<file path="src/rtl/cw_byte_packer.sv">
// Packs the encoder's 11-bit codeword stream MSB-first into bytes for a valid/ready sink.
// Upstream cannot be stalled, so loss is reported on a sticky overflow flag.
module cw_byte_packer #(
    parameter int FIFO_DEPTH = 4
) (
    input  logic        clk,
    input  logic        rst,
    input  logic [10:0] cw_in,
    input  logic        cw_rdy,
    input  logic        cw_done,
    output logic [7:0]  byte_out,
    output logic        byte_valid,
    input  logic        byte_ready,
    output logic        byte_last,
    output logic        busy,
    output logic        overflow
);

    localparam int AW = $clog2(FIFO_DEPTH);
    localparam logic [AW:0]   FIFO_FULL = (AW+1)'(FIFO_DEPTH);
    localparam logic [AW:0]   FIFO_ZERO = (AW+1)'(0);
    localparam logic [AW-1:0] PTR_ONE   = AW'(1);

    localparam logic [1:0] ST_IDLE  = 2'd0;
    localparam logic [1:0] ST_FILL  = 2'd1;
    localparam logic [1:0] ST_FLUSH = 2'd2;

    logic [31:0]   stage_q, stage_d;
    logic [5:0]    cnt_q, cnt_d;
    logic [1:0]    state_q, state_d;
    logic          ovf_q, ovf_d;
    logic [8:0]    mem_q [FIFO_DEPTH];
    logic [8:0]    mem_d [FIFO_DEPTH];
    logic [AW-1:0] wr_ptr_q, wr_ptr_d;
    logic [AW-1:0] rd_ptr_q, rd_ptr_d;
    logic [AW:0]   count_q, count_d;

    logic          pop_s;
    logic          can_push_s;
    logic          push_s;
    logic          flushing_s;
    logic [8:0]    push_entry_s;

    // Sink handshake and push permission; a pop frees a slot for a same-cycle push.
    always_comb begin
        pop_s      = (count_q != FIFO_ZERO) && byte_ready;
        can_push_s = (count_q != FIFO_FULL) || pop_s;
    end

    // Drain one byte from staging, then append any incoming codeword behind it.
    always_comb begin
        stage_d      = stage_q;
        cnt_d        = cnt_q;
        ovf_d        = ovf_q;
        push_s       = 1'b0;
        push_entry_s = {1'b0, stage_q[31:24]};
        flushing_s   = (state_q == ST_FLUSH);

        // Outside a flush at least 8 bits stay staged so the final byte can still be tagged last.
        if (can_push_s && !flushing_s && (cnt_q >= 6'd16)) begin
            push_s  = 1'b1;
            stage_d = stage_q << 8;
            cnt_d   = cnt_q - 6'd8;
        end else if (can_push_s && flushing_s && (cnt_q != 6'd0)) begin
            push_s = 1'b1;
            if (cnt_q <= 6'd8) begin
                push_entry_s = {1'b1, stage_q[31:24]};
                stage_d      = 32'h0000_0000;
                cnt_d        = 6'd0;
            end else begin
                stage_d = stage_q << 8;
                cnt_d   = cnt_q - 6'd8;
            end
        end else begin
            push_s = 1'b0;
        end

        if (cw_rdy) begin
            if (flushing_s) begin
                ovf_d = 1'b1;
            end else if (cnt_d <= 6'd21) begin
                stage_d = stage_d | ({21'h000000, cw_in} << (6'd21 - cnt_d));
                cnt_d   = cnt_d + 6'd11;
            end else begin
                ovf_d = 1'b1;
            end
        end else begin
            ovf_d = ovf_q;
        end
    end

    // Frame state: a done strobe arms the flush, which retires once staging is empty.
    always_comb begin
        state_d = state_q;
        case (state_q)
            ST_FLUSH: begin
                if (cnt_d == 6'd0) begin
                    state_d = ST_IDLE;
                end else begin
                    state_d = ST_FLUSH;
                end
            end
            ST_IDLE, ST_FILL: begin
                if (cw_done) begin
                    state_d = ST_FLUSH;
                end else if (cnt_d != 6'd0) begin
                    state_d = ST_FILL;
                end else begin
                    state_d = ST_IDLE;
                end
            end
            default: state_d = ST_IDLE;
        endcase
    end

    // Output FIFO bookkeeping: entries hold {last, byte}.
    always_comb begin
        mem_d    = mem_q;
        wr_ptr_d = wr_ptr_q;
        rd_ptr_d = rd_ptr_q;
        if (push_s) begin
            mem_d[wr_ptr_q] = push_entry_s;
            wr_ptr_d        = wr_ptr_q + PTR_ONE;
        end else begin
            wr_ptr_d = wr_ptr_q;
        end
        if (pop_s) begin
            rd_ptr_d = rd_ptr_q + PTR_ONE;
        end else begin
            rd_ptr_d = rd_ptr_q;
        end
        case ({push_s, pop_s})
            2'b10:   count_d = count_q + (AW+1)'(1);
            2'b01:   count_d = count_q - (AW+1)'(1);
            default: count_d = count_q;
        endcase
    end

    // State registers with asynchronous clear.
    always_ff @(posedge clk or posedge rst) begin
        if (rst) begin
            stage_q  <= 32'h0000_0000;
            cnt_q    <= 6'd0;
            state_q  <= ST_IDLE;
            ovf_q    <= 1'b0;
            mem_q    <= '{default: 9'h000};
            wr_ptr_q <= PTR_ONE - PTR_ONE;
            rd_ptr_q <= PTR_ONE - PTR_ONE;
            count_q  <= FIFO_ZERO;
        end else begin
            stage_q  <= stage_d;
            cnt_q    <= cnt_d;
            state_q  <= state_d;
            ovf_q    <= ovf_d;
            mem_q    <= mem_d;
            wr_ptr_q <= wr_ptr_d;
            rd_ptr_q <= rd_ptr_d;
            count_q  <= count_d;
        end
    end

    assign byte_valid = (count_q != FIFO_ZERO);
    assign byte_out   = byte_valid ? mem_q[rd_ptr_q][7:0] : 8'h00;
    assign byte_last  = byte_valid ? mem_q[rd_ptr_q][8] : 1'b0;
    assign busy       = (cnt_q != 6'd0) || (state_q == ST_FLUSH) || byte_valid;
    assign overflow   = ovf_q;

endmodule

</file>
<file path="config.mk">
export PLATFORM = sky130hd
export DESIGN_NAME = cw_byte_packer
export DESIGN_NICKNAME = d
export VERILOG_FILES = /design/src/rtl/cw_byte_packer.sv
export SDC_FILE = /design/constraint.sdc
export NUM_CORES = 1
export LEC_CHECK = 0
export CORE_MARGIN = 1.5
export CORE_UTILIZATION = 40
export CTS_BUF_LIST = sky130_fd_sc_hd__clkbuf_4 sky130_fd_sc_hd__clkbuf_8 sky130_fd_sc_hd__clkbuf_16
export DETAILED_ROUTE_END_ITERATION = 8
export SLEW_MARGIN = 20
export SYNTH_ARGS = -nofsm -noshare
export SYNTH_HDL_FRONTEND = slang
export SYNTH_SLANG_ARGS = --single-unit
</file>
<file path="constraint.sdc">
create_clock -name clk -period 4 [get_ports clk]
set_input_delay 0.6 -clock clk [delete_from_list [all_inputs] [get_ports clk]]
set_output_delay 0.6 -clock clk [all_outputs]
set_load 0.05 [all_outputs]
</file>
## Word-level counts from Yosys, hierarchy flattened

Index checks and enable logic that the tools add are counted.

- Flip-flop bits (word level): 84
- Bits of input ports: 16
- Output and inout bits: 12
- Word-level logic and storage cells: 84

- Add/sub/neg operators: 7
- $lt $le $gt $ge: 6
- Equal/unequal tests: 6
- Shift operators: 1
- Multiplexer cells: 32
- Bitwise operators: 3
- Reductions and logical operators: 18

Operator list:

| cell | number |
|---|---|
| 32-bit 2-to-1 mux | 6 |
| 9-bit 2-to-1 mux | 6 |
| 36-bit bitwise mux | 1 |
| 6-bit 2-to-1 mux | 6 |
| 32-bit OR | 1 |
| 11-bit by 6-bit left shift with 32-bit output | 1 |
| 9-bit binary-select mux with 2-bit select | 1 |
| 9-bit demux with 2-bit select | 1 |
| 6-bit nonzero test | 2 |
| 8-bit 2-to-1 mux | 1 |
| 6-bit by 4-bit adder with 6-bit output (second input constant) | 1 |
| 3-bit >= comparator (second input constant) | 2 |
| 6-bit by 5-bit >= comparator with 1-bit output (second input constant) | 1 |
| 6-bit by 4-bit <= comparator with 1-bit output (second input constant) | 1 |
| 6-bit by 5-bit <= comparator with 1-bit output (second input constant) | 1 |
| 1-bit logical AND | 6 |
| 6-bit logical NOT | 1 |
| 1-bit 2-to-1 mux | 6 |
| 2-bit NOT with 3-bit output | 2 |
| 3-bit one-hot mux with 2 select lines | 1 |
| 5-bit by 6-bit subtractor with 6-bit output (first input constant) | 1 |
| 6-bit by 4-bit subtractor with 6-bit output (second input constant) | 1 |
| 2-bit by 1-bit adder with 2-bit output (second input constant) | 2 |
| 2-bit by 1-bit equality test with 1-bit output (second input constant) | 2 |
| other kinds (15) | 19 |

## Longest topological paths before layout

Gate-level depths: netlist of the first run.

- Word-level depth: 15
- Mapped depth: 14
- Depth with buffers taken out: 12

## Least setup slack after synthesis of the first run

OpenSTA, ideal clock, no wires.

- Kind: input -> register
- Start point: input byte_ready
- End point: register state_q[1]
- Library setup time: 0.126 ns
- Arrival time: 3.019 ns
- Required time: 3.874 ns
- Path slack: 0.855 ns
- Cell stages on the path: 13
- Buffers on the path: 1
- Cells stage by stage: or4b_4 > nand3_1 > nand2_2 > inv_2 > buf_4 > ha_1 > nand3b_1 > a31oi_1 > a211oi_1 > o21a_2 > mux2i_1 > and4b_1 > o22ai_1

- Word-level cells in the longest chain between the ends: 13
- Elaborated cells on any way between the ends: 16
- Those cells by class: add/sub (1); order compare (1); mux (7); reduce/logical (7)

Ends and longest elaborated chain:

| element | RTL line | source |
|---|---|---|
| start: declaration | 13 | `input logic byte_ready,` |
| 1-bit logical AND (*) | 46 | `pop_s = (count_q != FIFO_ZERO) && byte_ready;` |
| 1-bit logical OR (*) | 47 | `can_push_s = (count_q != FIFO_FULL) \|\| pop_s;` |
| 1-bit logical AND (2 in a row) | 64 | `end else if (can_push_s && flushing_s && (cnt_q != 6'd0)) begin` |
| 6-bit 2-to-1 mux | 64 |  |
| 6-bit 2-to-1 mux (*) | 60 | `if (can_push_s && !flushing_s && (cnt_q >= 6'd16)) begin` |
| 6-bit by 4-bit adder with 6-bit output or 6-bit by 5-bit <= comparator with 1-bit output (tied branches) | 83, 81 |  |
| 6-bit 2-to-1 mux | 81 | `end else if (cnt_d <= 6'd21) begin` |
| 6-bit 2-to-1 mux | 79 | `if (flushing_s) begin` |
| 6-bit 2-to-1 mux (*) | 78 | `if (cw_rdy) begin` |
| 6-bit logical NOT (*) | 97 | `if (cnt_d == 6'd0) begin` |
| 2-bit 2-to-1 mux (*) | 97 |  |
| 2-bit one-hot mux with 2 select lines (*) | 95 | `case (state_q)` |
| net state_d[1] | 30 | `logic [1:0] state_q, state_d;` |
| end signal: assignment | 153 | `state_q <= state_d;` |
| end: declaration | 30 |  |

The timed path passes the listed nets; every way through them passes the cells marked *.
A chain may end at the register's enable or synchronous reset.

## Worst setup path in the final report of the first run

Same ends and word-level chain as after synthesis.

==> flow_metrics.py, run 1 <==
metrics = {
    "global_route": {
        "grt_pass1_vias": 3691,
        "grt-ovfl-total": 0,
        "gr-usage-all-layers_pct": 18.8,
        "grt_pass1_wl_mm": 19.3,
        "grt_max_degree": 55,
        "grt_antenna_before_repair": 0,
    },
    "worst_setup_path": {
        "crit_fanout": 8,
        "worstPathCellList": "clkdlybuf4s50_1, or4b_4, nand3_1, nand2_2, inv_2, ha_1, nand3b_1, a31oi_1, a211oi_1, o21a_2, mux2i_1, and4b_1, o22ai_1",
        "path_class": "in -> reg",
        "critPathRequiredTime_ns": 4.20,
        "cp-end-kind": "flop",
        "crit_arrival_ns": 3.66,
        "cpPeakStageDelay_ns": 0.56,
        "slowest_stage": "or4b_4",
        "start_kind": "input port",
    },
    "yosys": {
        "ys_ff_latch": 84,
        "ys.flop_type": "dfrtp_1",
        "synth_top_cell_by_area": "dfrtp_1",
        "synth_cell_type_count": 73,
        "yosysMostFrequentCell": "dfrtp_1",
        "ys_async_sr_fraction_pct": 100,
        "yosysTopAreaCellShare_pct": 42.9,
        "synth_area_leaders": "dfrtp_1, mux2_2, mux2i_1, mux4_2, nand2_1",
        "synth_edf_count": 0,
        "synthCells": 433,
        "synth_nets": 459,
        "ys_seq_area_share_pct": 42.9,
        "syn-cell-area_sq_mm": 0.00490,
        "syn_avg_cell_area_sq_um": 11.3,
        "yosys_warnings": 0,
        "ys_top_cells_by_count": "dfrtp_1, mux2_2, nand2_1",
    },
    "finish": {
        "drive_gt1_share_pct": 22.6,
        "seqCellArea_sq_mm": 0.00210,
        "area_growth_pct": 13.6,
        "antenna_cells": 0,
        "multi_input_area_sq_mm": 0.00259,
        "layout.cells.non_filler": 608,
        "fin_nets": 482,
        "fillers": 1102,
        "post-route-util_pct": 46.5,
    },
    "sta": {
        "slew-limit-headroom_pct": 35.2,
        "setup_viol": 0,
        "rsz0062_at_grt": "false",
        "fin_setup_tns_ns": 0,
        "worst_pin_slew_ns": 0.973,
        "finalMaxSlewViolations": 0,
        "fin_worst_skew_ns": 0.00719,
        "fmax_mhz": 289,
        "finalHoldViolations": 0,
        "period_needed_ns": 3.46,
        "fin_crit_sh_pct": 86.6,
    },
    "clock_tree": {
        "post_cts_buffers": 0,
        "cts_root_buffer": "clkbuf_16",
        "clk_pin_slew_worst_paths_ns": 0.07,
        "cts-resized-gates": 0,
        "cts_sinks": 84,
        "cts_buffers": 9,
        "clock_latency_ns": 0.34,
        "postCtsHoldBufs": 0,
        "ctsHtreeMaxLevel": 3,
        "clockBufferDepth": 2,
        "cts_tree": "yes",
    },
    "outcome": {
        "status": "complete, no violations",
    },
    "die": {
        "rows": 40,
        "die_w_um": 114,
        "die_h_um": 114,
        "num_io_pins": 28,
        "core_sq_mm": 0.0120,
        "die_area_sq_mm": 0.0129,
        "initial_core_util_pct": 41.0,
    },
    "power": {
        "ir_drop_uv": 330,
        "leakage_nw": 2.40,
        "powerDensity_mw_per_mm2": 977,
    },
    "placement": {
        "portBuffers": 27,
        "gp_congestion": 0.848,
        "placed_cells": 592,
        "place_hpwl_mm": 8.06,
    },
    "route": {
        "drt_iter0_drc": 287,
        "drc": 0,
        "dr.pass1.iters": 7,
        "vias": 3629,
        "vias_per_cell": 5.97,
        "ant_nets": 0,
        "wl_per_cell_um": 18.6,
        "routed_wirelength_mm": 11.3,
    },
    "flow_run": {
        "maxCapViolCount": 0,
    },
    "hold_path": {
        "hold_path_class": "reg -> reg",
    },
}
per-layer routing:
metal | vias to the layer above | global-route usage (%) | wire, um
li1 | 1685 | - | -
met1 | 1836 | 26.4 | 5290
met2 | 94 | 29.8 | 5390
met3 | 14 | 2.76 | 444
met4 | 0 | 6.83 | 180
met5 | - | 0 | 0
stage by stage:
stage / total power [mW] / hold slack [ns] / instance area, sq um / setup slack, ns
after floorplan: 3.92 / 0.445 / 4900 / 0.855
after CTS: 5.47 / 0.482 / 5570 / 0.566
after global routing: 5.83 / 0.514 / 5570 / 0.253
final: 5.44 / 0.470 / 5570 / 0.536
after detailed placement: 4.64 / 0.460 / 5270 / 0.202
after global placement: 4.58 / 0.439 / 5270 / 0.357
where the power goes:
| part | total, mW | switching [mW] | leakage [nW] | internal [mW] |
|---|---|---|---|---|
| Sequential | 1.46 | 0.300 | 1.11 | 1.16 |
| Combinational | 3.16 | 1.90 | 1.16 | 1.26 |
| Clock | 0.818 | 0.381 | 0.135 | 0.437 |
sequential cells by signal, summed over array words and instances, names as in the netlist:
register	count
stage_q	32
overflow	1
mem_q	36
cnt_q	6
count_q	3
state_q	2
rd_ptr_q	2
wr_ptr_q	2
path summary, 6_finish.rpt:
kind,from,end,slack (ns),cells past startpoint
max,byte_ready,state_q[1]$_DFF_PP0_,0.54,13
min,overflow$_DFFE_PP0P_,overflow$_DFFE_PP0P_,0.47,1
max reg2reg,cnt_q[3]$_DFF_PP0_,state_q[1]$_DFF_PP0_,0.74,11
min reg2reg,overflow$_DFFE_PP0P_,overflow$_DFFE_PP0P_,0.47,1
max in group asynchronous,rst,mem_q[34]$_DFFE_PP0P_,2.44,3
min in group asynchronous,rst,count_q[1]$_DFFE_PP0P_,0.77,2
cell usage in the layout (no fill, tap or decap), types with 11 or more instances in the layout:
cell / count
clkdlybuf4s50_1: 27
nor2_1: 16
o21ai_0: 18
nand2_1: 34
mux2_2: 38
a22oi_1: 16
mux2i_1: 22
dfrtp_1: 84
and2_1: 11
inv_1: 18
area by class of cell:
cell class / instances / area share, %
Multi-Input combinational cell: 308 / 46.6
Sequential cell: 84 / 37.8
Clock buffer: 9 / 4.05
Tap cell: 147 / 3.30
Inverter: 20 / 1.37
Timing Repair Buffer: 33 / 5.66
Clock inverter: 7 / 1.26
worst max-delay path: cells and delay by family:
kind | cells | cell delay [ns]
compound gates | 4 | 0.85
buf+inv | 2 | 0.58
mux | 1 | 0.19
fa+ha+maj | 1 | 0.18
simple gates | 5 | 1.25
cells by family (layout without fill, tap and decap cells):
family,Yosys count,after routing,synth area share (%)
buf+inv,41,69,4.21
simple gates,102,102,11.8
compound gates,114,114,18.6
xor+xnor,13,13,2.48
fa+ha+maj,10,10,2.71
mux,69,69,17.4
flops,84,84,42.9
No activity file was read; power rests on OpenSTA's default activity.
==> inputs of run 2 (changes only) <==
Settings changed: SETUP_SLACK_MARGIN from default to 0.1, SLEW_MARGIN 20 to default.
==> results of run 2 <==
Same layout as run 1: the final DEF is identical, and so are final timing and power.
